$ cat config.mk
export PLATFORM = sky130hd
export DESIGN_NAME = ps2_host_tx
export DESIGN_NICKNAME = d
export VERILOG_FILES = /design/src/rtl/ps2_pkg.sv /design/src/rtl/ps2_line_sync.sv /design/src/rtl/ps2_host_tx.sv
export SDC_FILE = /design/constraint.sdc
export NUM_CORES = 1
export LEC_CHECK = 0
export BUFFER_PORTS_ARGS = -buffer_cell sky130_fd_sc_hd__buf_2
export CAP_MARGIN = 20
export CORE_UTILIZATION = 54
export CTS_CLUSTER_DIAMETER = 80
export DETAILED_ROUTE_END_ITERATION = 7
export PLACE_DENSITY = 0.75
export SLEW_MARGIN = 30
export SYNTH_ARGS = -nofsm -noshare
export SYNTH_HDL_FRONTEND = slang
export SYNTH_SLANG_ARGS = --single-unit
$ cat constraint.sdc
create_clock -name clk -period 1.7 [get_ports clk]
set_input_delay 0.34 -clock clk [delete_from_list [all_inputs] [get_ports clk]]
set_output_delay 0.34 -clock clk [all_outputs]
set_load 0.005 [all_outputs]
$ cat src/rtl/ps2_pkg.sv
// Shared PS/2 definitions: transmitter state encoding, parity helper and
// the keyboard command bytes used by host software.
package ps2_pkg;

    typedef enum logic [2:0] {
        ST_IDLE      = 3'd0,
        ST_INHIBIT   = 3'd1,
        ST_REQ       = 3'd2,
        ST_SHIFT     = 3'd3,
        ST_ACK       = 3'd4,
        ST_WAIT_IDLE = 3'd5
    } ps2_tx_state_e;

    localparam logic [7:0] CMD_SET_LED = 8'hED;
    localparam logic [7:0] CMD_RESET   = 8'hFF;
    localparam logic [7:0] CMD_ENABLE  = 8'hF4;
    localparam logic [7:0] ACK_BYTE    = 8'hFA;

    // Odd parity: the parity bit makes the total count of ones odd.
    function automatic logic odd_parity(input logic [7:0] d);
        return ~^d;
    endfunction

endpackage

$ cat src/rtl/ps2_line_sync.sv
// Two-flop synchronizer for the PS/2 clock and data pads, with a one-cycle
// falling-edge strobe on the synchronized clock.
module ps2_line_sync (
    input  logic clk,
    input  logic rst,
    input  logic clk_in,
    input  logic data_in,
    output logic clk_sync,
    output logic data_sync,
    output logic clk_fe
);

    logic clk_s1, clk_s2, clk_s3;
    logic data_s1, data_s2;

    // Idle PS/2 lines float high, so the flops reset to 1 to avoid a false edge.
    always_ff @(posedge clk) begin
        if (!rst) begin
            clk_s1  <= 1'b1;
            clk_s2  <= 1'b1;
            clk_s3  <= 1'b1;
            data_s1 <= 1'b1;
            data_s2 <= 1'b1;
        end else begin
            clk_s1  <= clk_in;
            clk_s2  <= clk_s1;
            clk_s3  <= clk_s2;
            data_s1 <= data_in;
            data_s2 <= data_s1;
        end
    end

    assign clk_sync  = clk_s2;
    assign data_sync = data_s2;
    assign clk_fe    = clk_s3 & ~clk_s2;

endmodule

$ cat src/rtl/ps2_host_tx.sv
// Host-to-device PS/2 transmitter: inhibits the bus, requests to send, then
// shifts start/data/parity/stop on device clock falling edges and checks the ACK.
module ps2_host_tx
    import ps2_pkg::*;
#(
    parameter int INHIBIT_CYCLES = 10000,
    parameter int TIMEOUT_CYCLES = 200000
) (
    input  logic       clk,
    input  logic       rst,
    input  logic       tx_valid,
    input  logic [7:0] tx_data,
    output logic       tx_ready,
    input  logic       ps2_clk_in,
    input  logic       ps2_data_in,
    output logic       ps2_clk_oe,
    output logic       ps2_data_oe,
    output logic       busy,
    output logic       tx_done,
    output logic       tx_err
);

    localparam int CNT_MAX = (TIMEOUT_CYCLES > INHIBIT_CYCLES) ? TIMEOUT_CYCLES : INHIBIT_CYCLES;
    localparam int CNT_W   = $clog2(CNT_MAX + 1);
    localparam logic [CNT_W-1:0] INHIBIT_LAST = CNT_W'(INHIBIT_CYCLES - 1);
    localparam logic [CNT_W-1:0] TIMEOUT_VAL  = CNT_W'(TIMEOUT_CYCLES);

    ps2_tx_state_e    state;
    logic [CNT_W-1:0] cnt;
    logic [3:0]       bit_idx;
    logic [7:0]       shreg;
    logic             parity_bit;
    logic             line_clk, line_data, line_fe;

    ps2_line_sync u_sync (
        .clk       (clk),
        .rst       (rst),
        .clk_in    (ps2_clk_in),
        .data_in   (ps2_data_in),
        .clk_sync  (line_clk),
        .data_sync (line_data),
        .clk_fe    (line_fe)
    );

    // Handshake: a byte transfers on any cycle where tx_valid && tx_ready are
    // both high; tx_data is captured on that edge. tx_valid while busy is dropped.
    always_ff @(posedge clk) begin
        if (!rst) begin
            state       <= ST_IDLE;
            cnt         <= '0;
            bit_idx     <= '0;
            shreg       <= '0;
            parity_bit  <= 1'b0;
            tx_ready    <= 1'b1;
            busy        <= 1'b0;
            ps2_clk_oe  <= 1'b0;
            ps2_data_oe <= 1'b0;
            tx_done     <= 1'b0;
            tx_err      <= 1'b0;
        end else begin
            tx_done <= 1'b0;
            tx_err  <= 1'b0;
            case (state)
                ST_IDLE: begin
                    if (tx_valid && tx_ready) begin
                        shreg       <= tx_data;
                        parity_bit  <= odd_parity(tx_data);
                        cnt         <= '0;
                        bit_idx     <= '0;
                        ps2_clk_oe  <= 1'b1;
                        ps2_data_oe <= 1'b0;
                        tx_ready    <= 1'b0;
                        busy        <= 1'b1;
                        state       <= ST_INHIBIT;
                    end
                end
                ST_INHIBIT: begin
                    // Edges seen here are our own clock pull-down; ignore them.
                    if (cnt == INHIBIT_LAST) begin
                        cnt         <= '0;
                        ps2_clk_oe  <= 1'b0;
                        ps2_data_oe <= 1'b1;
                        state       <= ST_REQ;
                    end else begin
                        cnt <= cnt + 1'b1;
                    end
                end
                default: begin
                    // Device-clocked phases share one inter-edge watchdog.
                    if (cnt == TIMEOUT_VAL) begin
                        cnt         <= '0;
                        ps2_clk_oe  <= 1'b0;
                        ps2_data_oe <= 1'b0;
                        tx_err      <= 1'b1;
                        tx_ready    <= 1'b1;
                        busy        <= 1'b0;
                        state       <= ST_IDLE;
                    end else begin
                        cnt <= line_fe ? '0 : cnt + 1'b1;
                        case (state)
                            ST_REQ: begin
                                if (line_fe) begin
                                    ps2_data_oe <= ~shreg[0];
                                    shreg       <= {1'b0, shreg[7:1]};
                                    bit_idx     <= 4'd1;
                                    state       <= ST_SHIFT;
                                end
                            end
                            ST_SHIFT: begin
                                if (line_fe) begin
                                    bit_idx <= bit_idx + 1'b1;
                                    if (bit_idx < 4'd8) begin
                                        ps2_data_oe <= ~shreg[0];
                                        shreg       <= {1'b0, shreg[7:1]};
                                    end else if (bit_idx == 4'd8) begin
                                        ps2_data_oe <= ~parity_bit;
                                    end else begin
                                        ps2_data_oe <= 1'b0;
                                        state       <= ST_ACK;
                                    end
                                end
                            end
                            ST_ACK: begin
                                if (line_fe) begin
                                    if (!line_data) begin
                                        state <= ST_WAIT_IDLE;
                                    end else begin
                                        tx_err   <= 1'b1;
                                        tx_ready <= 1'b1;
                                        busy     <= 1'b0;
                                        state    <= ST_IDLE;
                                    end
                                end
                            end
                            ST_WAIT_IDLE: begin
                                if (line_clk && line_data) begin
                                    tx_done  <= 1'b1;
                                    tx_ready <= 1'b1;
                                    busy     <= 1'b0;
                                    state    <= ST_IDLE;
                                end
                            end
                            default: ;
                        endcase
                    end
                end
            endcase
        end
    end

endmodule
## Word level (Yosys, flattened, before mapping)

Index checks and enable logic that the tools add are counted.

- Logic and storage cells: 127
- Register bits: 45
- Output and inout port bits: 6
- ROM bits: 0
- RAM bits: 0
- Memories: 0
- Bits in latches: 0

- Equal/unequal tests: 23
- Bitwise gates (word level): 7
- Add/sub/neg operators: 2
- Reduce and logical (&&, ||, !) cells: 18
- Div/mod/pow operators: 0
- $mul: 0
- Order comparisons: 1
- Shift operators: 0
- Muxes and demuxes: 60

Operator list:

| operator | number |
|---|---|
| two-way mux 18 bit | 4 |
| two-way mux 8 bit | 5 |
| one-hot mux 18 bit (2 select lines) | 1 |
| one-hot mux 8 bit (2 select lines) | 2 |
| two-way mux 3 bit | 10 |
| != test 5 bit (second input constant) | 5 |
| two-way mux 1 bit | 23 |
| adder 18 x 1 -> 18 bit (second input constant) | 1 |
| == test 18 x 14 -> 1 bit (second input constant) | 1 |
| == test 18 bit (second input constant) | 1 |
| two-way mux 4 bit | 4 |
| one-hot mux 4 bit (2 select lines) | 2 |
| one-hot mux 1 bit (2 select lines) | 7 |
| one-hot mux 3 bit (4 select lines) | 1 |
| AND reduction 6 bit | 2 |
| != test 3 bit (second input constant) | 3 |
| AND reduction 9 bit | 1 |
| != test 4 x 3 -> 1 bit (second input constant) | 2 |
| XNOR reduction 8 bit | 1 |
| AND reduction 7 bit | 1 |
| nonzero test 7 bit | 1 |
| == test 3 x 2 -> 1 bit (second input constant) | 2 |
| == test 3 bit (second input constant) | 2 |
| NOT 1 bit | 6 |
| 20 further kinds | 23 |

## Depth between registers and ports, before layout

- Word-level depth: 7
- Mapped depth: 9
- Mapped depth without buffers: 7

## By module

Synthesis repeated with hierarchy kept, for this count alone.

- Cells, all modules: 267
- Area total of the unflattened synthesis: 2341.0 um^2

Modules (own cells, without submodules):

| module | area each (um^2) | times used | sequential area each (um^2) | cells each |
|---|---|---|---|---|
| ps2_host_tx | 2203.4 | 1 | 800.8 | 256 |
| ps2_line_sync | 137.6 | 1 | 100.1 | 11 |

## Worst setup path after synthesis

Ideal clock, no wire load.

- Path kind: reg-to-reg
- From: register cnt[0]
- To: register cnt[0]
- Buffers on the path: 1
- Path slack: -178 ps
- Arrival time: 1746 ps
- Stages on the path, launching flop included: 8
- Library setup time: 132 ps
- Cell sequence: dfxtp_1 -> ha_1 -> and4_1 -> nand4_1 -> o21ai_0 -> a21boi_2 -> buf_2 -> nor3_1

- Cells in the longest elaborated chain, start to end: 4

Ends and longest elaborated chain:

| element | RTL line | text |
|---|---|---|
| start, declared | ps2_host_tx.sv:29 | `logic [CNT_W-1:0] cnt;` |
| start signal, assigned | ps2_host_tx.sv:85 | `cnt <= cnt + 1'b1;` |
| start signal, assigned | ps2_host_tx.sv:99 | `cnt <= line_fe ? '0 : cnt + 1'b1;` |
| adder 18 x 1 -> 18 bit | ps2_host_tx.sv:85, ps2_host_tx.sv:99 |  |
| two-way mux 18 bit | ps2_host_tx.sv:99 |  |
| two-way mux 18 bit | ps2_host_tx.sv:90 | `if (cnt == TIMEOUT_VAL) begin` |
| one-hot mux 18 bit (2 select lines) (*) | ps2_host_tx.sv:63 | `case (state)` |

Every way passes the cells marked *; elsewhere a longest branch is shown, timed or not.
A chain may end at the register's enable or synchronous reset.

## Final worst setup path

- From: register cnt[1]
- To: register cnt[3]

Same word-level chain as after synthesis.

==> impl_metrics.toml <==
[clocking]
cts_tree = "yes"
cts_inserted_buffers = 5
cts.sinks = 45
clk_latency_ns = 0.31
cts_max_path_buffers = 2
htree_levels = 2
clk_pin_slew_ns = 0.09
clockRootBuffer = "clkbuf_8"

[timing]
setup_tns_ns = -6.58
grt_setup_unrepaired = "true"
timing.fmax_mhz = 516
worst_slack_ns = -0.238
setup_viol = 36
clock_skew_ns = 0.00964
fin_crit_sh = 1.14
finalCriticalPeriod_ns = 1.94
slew_headroom = 0.688
final_hold_viol_count = 0
slew_viol_final = 0
worst_slew_pin_slew_ns = 0.467

[synth]
netlist_area_um2 = 2460
ys_seq_area_frac = 0.366
synth.avg_cell_area_um2 = 8.70
yosys_register_bits = 45
ys_async_sr_fraction = 0
synthCells = 283
synth_edf_count = 0
synth-warning-count = 0
synthFlopType = "dfxtp_1"
yosysUniqueCellTypes = 48
synth_nets = 300

[finish]
nFillCells = 268
ff_latch_area_um2 = 913
syn_to_final_growth_pct = 34.9
design_area_um2 = 3320
final_nets = 366
num_antenna_cells = 0
multi_input_area_um2 = 1590
drive_gt1_frac = 0.371

[setup_path]
worstSetupPathType = "reg2reg"
reg2reg_to = "cnt[3]$_SDFFE_PN0N_"
rrSetupSlack_ns = -0.24
crit_family = "simple AND/OR/NAND/NOR gates"
critPathArrivalTime_ns = 2.14
startpoint = "cnt[1]$_SDFFE_PN0N_"
start_kind = "flop"
cp_cell_sequence = "inv_2, ha_4, buf_4, nand4b_1, nor4_2, nand3_1, buf_6, a21boi_4, buf_12, nor3_1"
r2r_cells = 10
end_kind = "flop"
cp.required_ns = 1.90
cp.depth = 10
critical_path_buf_inv_count = 4
path_max_fanout = 18
critPathMaxStageDelay_ns = 0.33
slowest_stage = "dfxtp_2"
reg2reg_from = "cnt[1]$_SDFFE_PN0N_"

[grt]
grt_pass1_vias = 2323
grtUsageTotal = 0.284
grt_overflow_total = 0
grt_pass1_wl_mm = 10.9
grt_max_degree = 24
antenna_found_initial = 0

[power]
p_seq_frac = 0.309
power_density_nw_per_um2 = 1400
p_int_w = 0.00288
pwr-share-comb = 0.531
vdd_ir_drop_max_mv = 0.839
p_sw_w = 0.00177
leakage_nw = 1.30
swShare = 0.381
clkPwrFrac = 0.160

[route]
ant_nets = 0
drtIter0Drc = 253
drc = 0
viasPerCell = 6.16
routed_wl_mm = 6.98
dr.pass1.iters = 5
num_vias = 2478
routedWlPerCell_um = 17.4

[placement]
place_ws_ns = -0.224
gp_congestion = 0.871
place_area_um2 = 2940
place.detailed.hpwl_mm = 4.20
io_buffers = 18

[floorplanning]
num_rows = 24
die_x_um = 69.5
core_um2 = 4350
ioPinCount = 19
die-area_um2 = 4830
start_util = 0.565
die_h_um = 69.5

[hold_path]
hold_depth = 2
min_from = "ps2_clk_in"
hold_class = "in2reg"
min_to = "u_sync.clk_s1$_SDFF_PN1_"

[outcome]
violations = "negative setup slack"
status = "finished with violations"

[run]
cap_violations = 0
-- routing by layer --
metal,global-route usage,part of all wire,up-vias
met2,0.485,0.50,109
met5,0,0,-
li1,-,-,1153
met1,0.335,0.40,1187
met4,0.138,0.039,0
met3,0.0625,0.057,29
-- what timing repair did --
item                                    CTS  global route
endpoints found under the setup margin   32            35
cloned                                    1             1
buffers inserted                          3             7
hold buffers                              0             0
resized for setup                        26            19
pin swaps                                 9            10
-- worst max path at each step --
| stage | to | slack, ns |
|---|---|---|
| after global placement | shreg[0]$_SDFFE_PN0P_ | -0.14 |
| after detailed placement | shreg[4]$_SDFFE_PN0P_ | -0.22 |
| after global routing | shreg[1]$_SDFFE_PN0P_ | -0.28 |
| final | cnt[3]$_SDFFE_PN0N_ | -0.24 |
| after floorplan | shreg[5]$_SDFFE_PN0P_ | -0.10 |
| after CTS | shreg[4]$_SDFFE_PN0P_ | -0.11 |
-- kinds of logic (layout without fill, tap and decap cells) --
kind of cell	after synthesis	in the layout	share of synthesized area
AO/OA/AOI/OAI	49	49	0.158
multiplexers	10	10	0.0407
adder cells (fa/ha/maj)	4	4	0.0203
AND/OR/NAND/NOR	122	122	0.277
XOR/XNOR	24	24	0.0854
buffers and inverters	29	96	0.0529
flip-flops	45	45	0.366
-- power by group through the flow --
stage          combinational, W  clock (W)  sequential, W
6_report                0.00247   0.000745        0.00144
5_1_grt                 0.00265   0.000795        0.00146
4_1_cts                 0.00218   0.000739        0.00141
3_5_place_dp            0.00203          0        0.00142
3_3_place_gp            0.00198          0        0.00141
2_1_floorplan           0.00137          0        0.00141
-- registers in the layout, summed over array words and instances (netlist names), 3 cells and up --
name / count
bit_idx: 4
cnt: 18
state: 3
shreg: 8
-- Yosys cell counts (2+ instances only) --
master	number	area (um^2)
dfxtp_1	45	901
nor3_1	28	140
xnor2_1	19	166
nand2_1	18	67.6
a21oi_1	16	80.1
nand3_1	13	65.1
nor2_1	13	48.8
inv_1	12	45.0
nand4_1	11	68.8
mux2i_1	10	100
clkbuf_1	8	30.0
nand2b_1	8	50.1
a311oi_2	7	105
o21ai_0	6	30.0
buf_2	5	25.0
nor2b_1	5	31.3
xor2_1	5	43.8
ha_1	4	50.1
nor4_1	4	25.0
a211oi_1	3	22.5
and4_1	3	26.3
nand3b_1	3	22.5
o221a_2	3	33.8
a21boi_0	2	15.0
and2_1	2	12.5
and3_1	2	12.5
and3b_1	2	17.5
buf_4	2	15.0
nand4b_1	2	17.5
nor3b_1	2	15.0
o22ai_1	2	12.5
or3_1	2	12.5
-- layout make-up --
class,instances,area share
multi-input cells,209,0.480
flip-flops and latches,45,0.275
repair buffers,76,0.181
clock buffers,7,0.0290
well taps,52,0.0196
inverters,12,0.0136
clock inverters,1,0.00151
-- cell usage in the layout, fill, tap and decap left out, types with 5 or more instances in the layout --
| cell | netlist | final |
|---|---|---|
| nand2_1 | 18 | 18 |
| clkbuf_8 | 0 | 7 |
| a21oi_2 | 0 | 5 |
| nor3_1 | 28 | 26 |
| buf_2 | 5 | 19 |
| nor2_1 | 13 | 13 |
| xnor2_1 | 19 | 19 |
| a311oi_2 | 7 | 6 |
| buf_4 | 2 | 50 |
| nand4_1 | 11 | 11 |
| a21oi_1 | 16 | 8 |
| mux2i_1 | 10 | 10 |
| dfxtp_2 | 0 | 7 |
| inv_1 | 12 | 10 |
| nand3_1 | 13 | 12 |
| nand2b_1 | 8 | 7 |
| xor2_1 | 5 | 5 |
| dfxtp_1 | 45 | 37 |
-- through the flow --
| stage | total power [W] | hold slack [ns] | cells | utilization |
|---|---|---|---|---|
| 2_1_floorplan | 0.00278 | 0.386 | 283 | - |
| 3_3_place_gp | 0.00339 | 0.396 | 383 | 0.675 |
| 3_5_place_dp | 0.00345 | 0.395 | 383 | 0.675 |
| 4_1_cts | 0.00433 | 0.211 | 395 | 0.730 |
| 5_1_grt | 0.00490 | 0.220 | 402 | 0.762 |
| 6_report | 0.00465 | 0.202 | 402 | 0.762 |
Note: power is estimated with default switching activity, not from simulation.
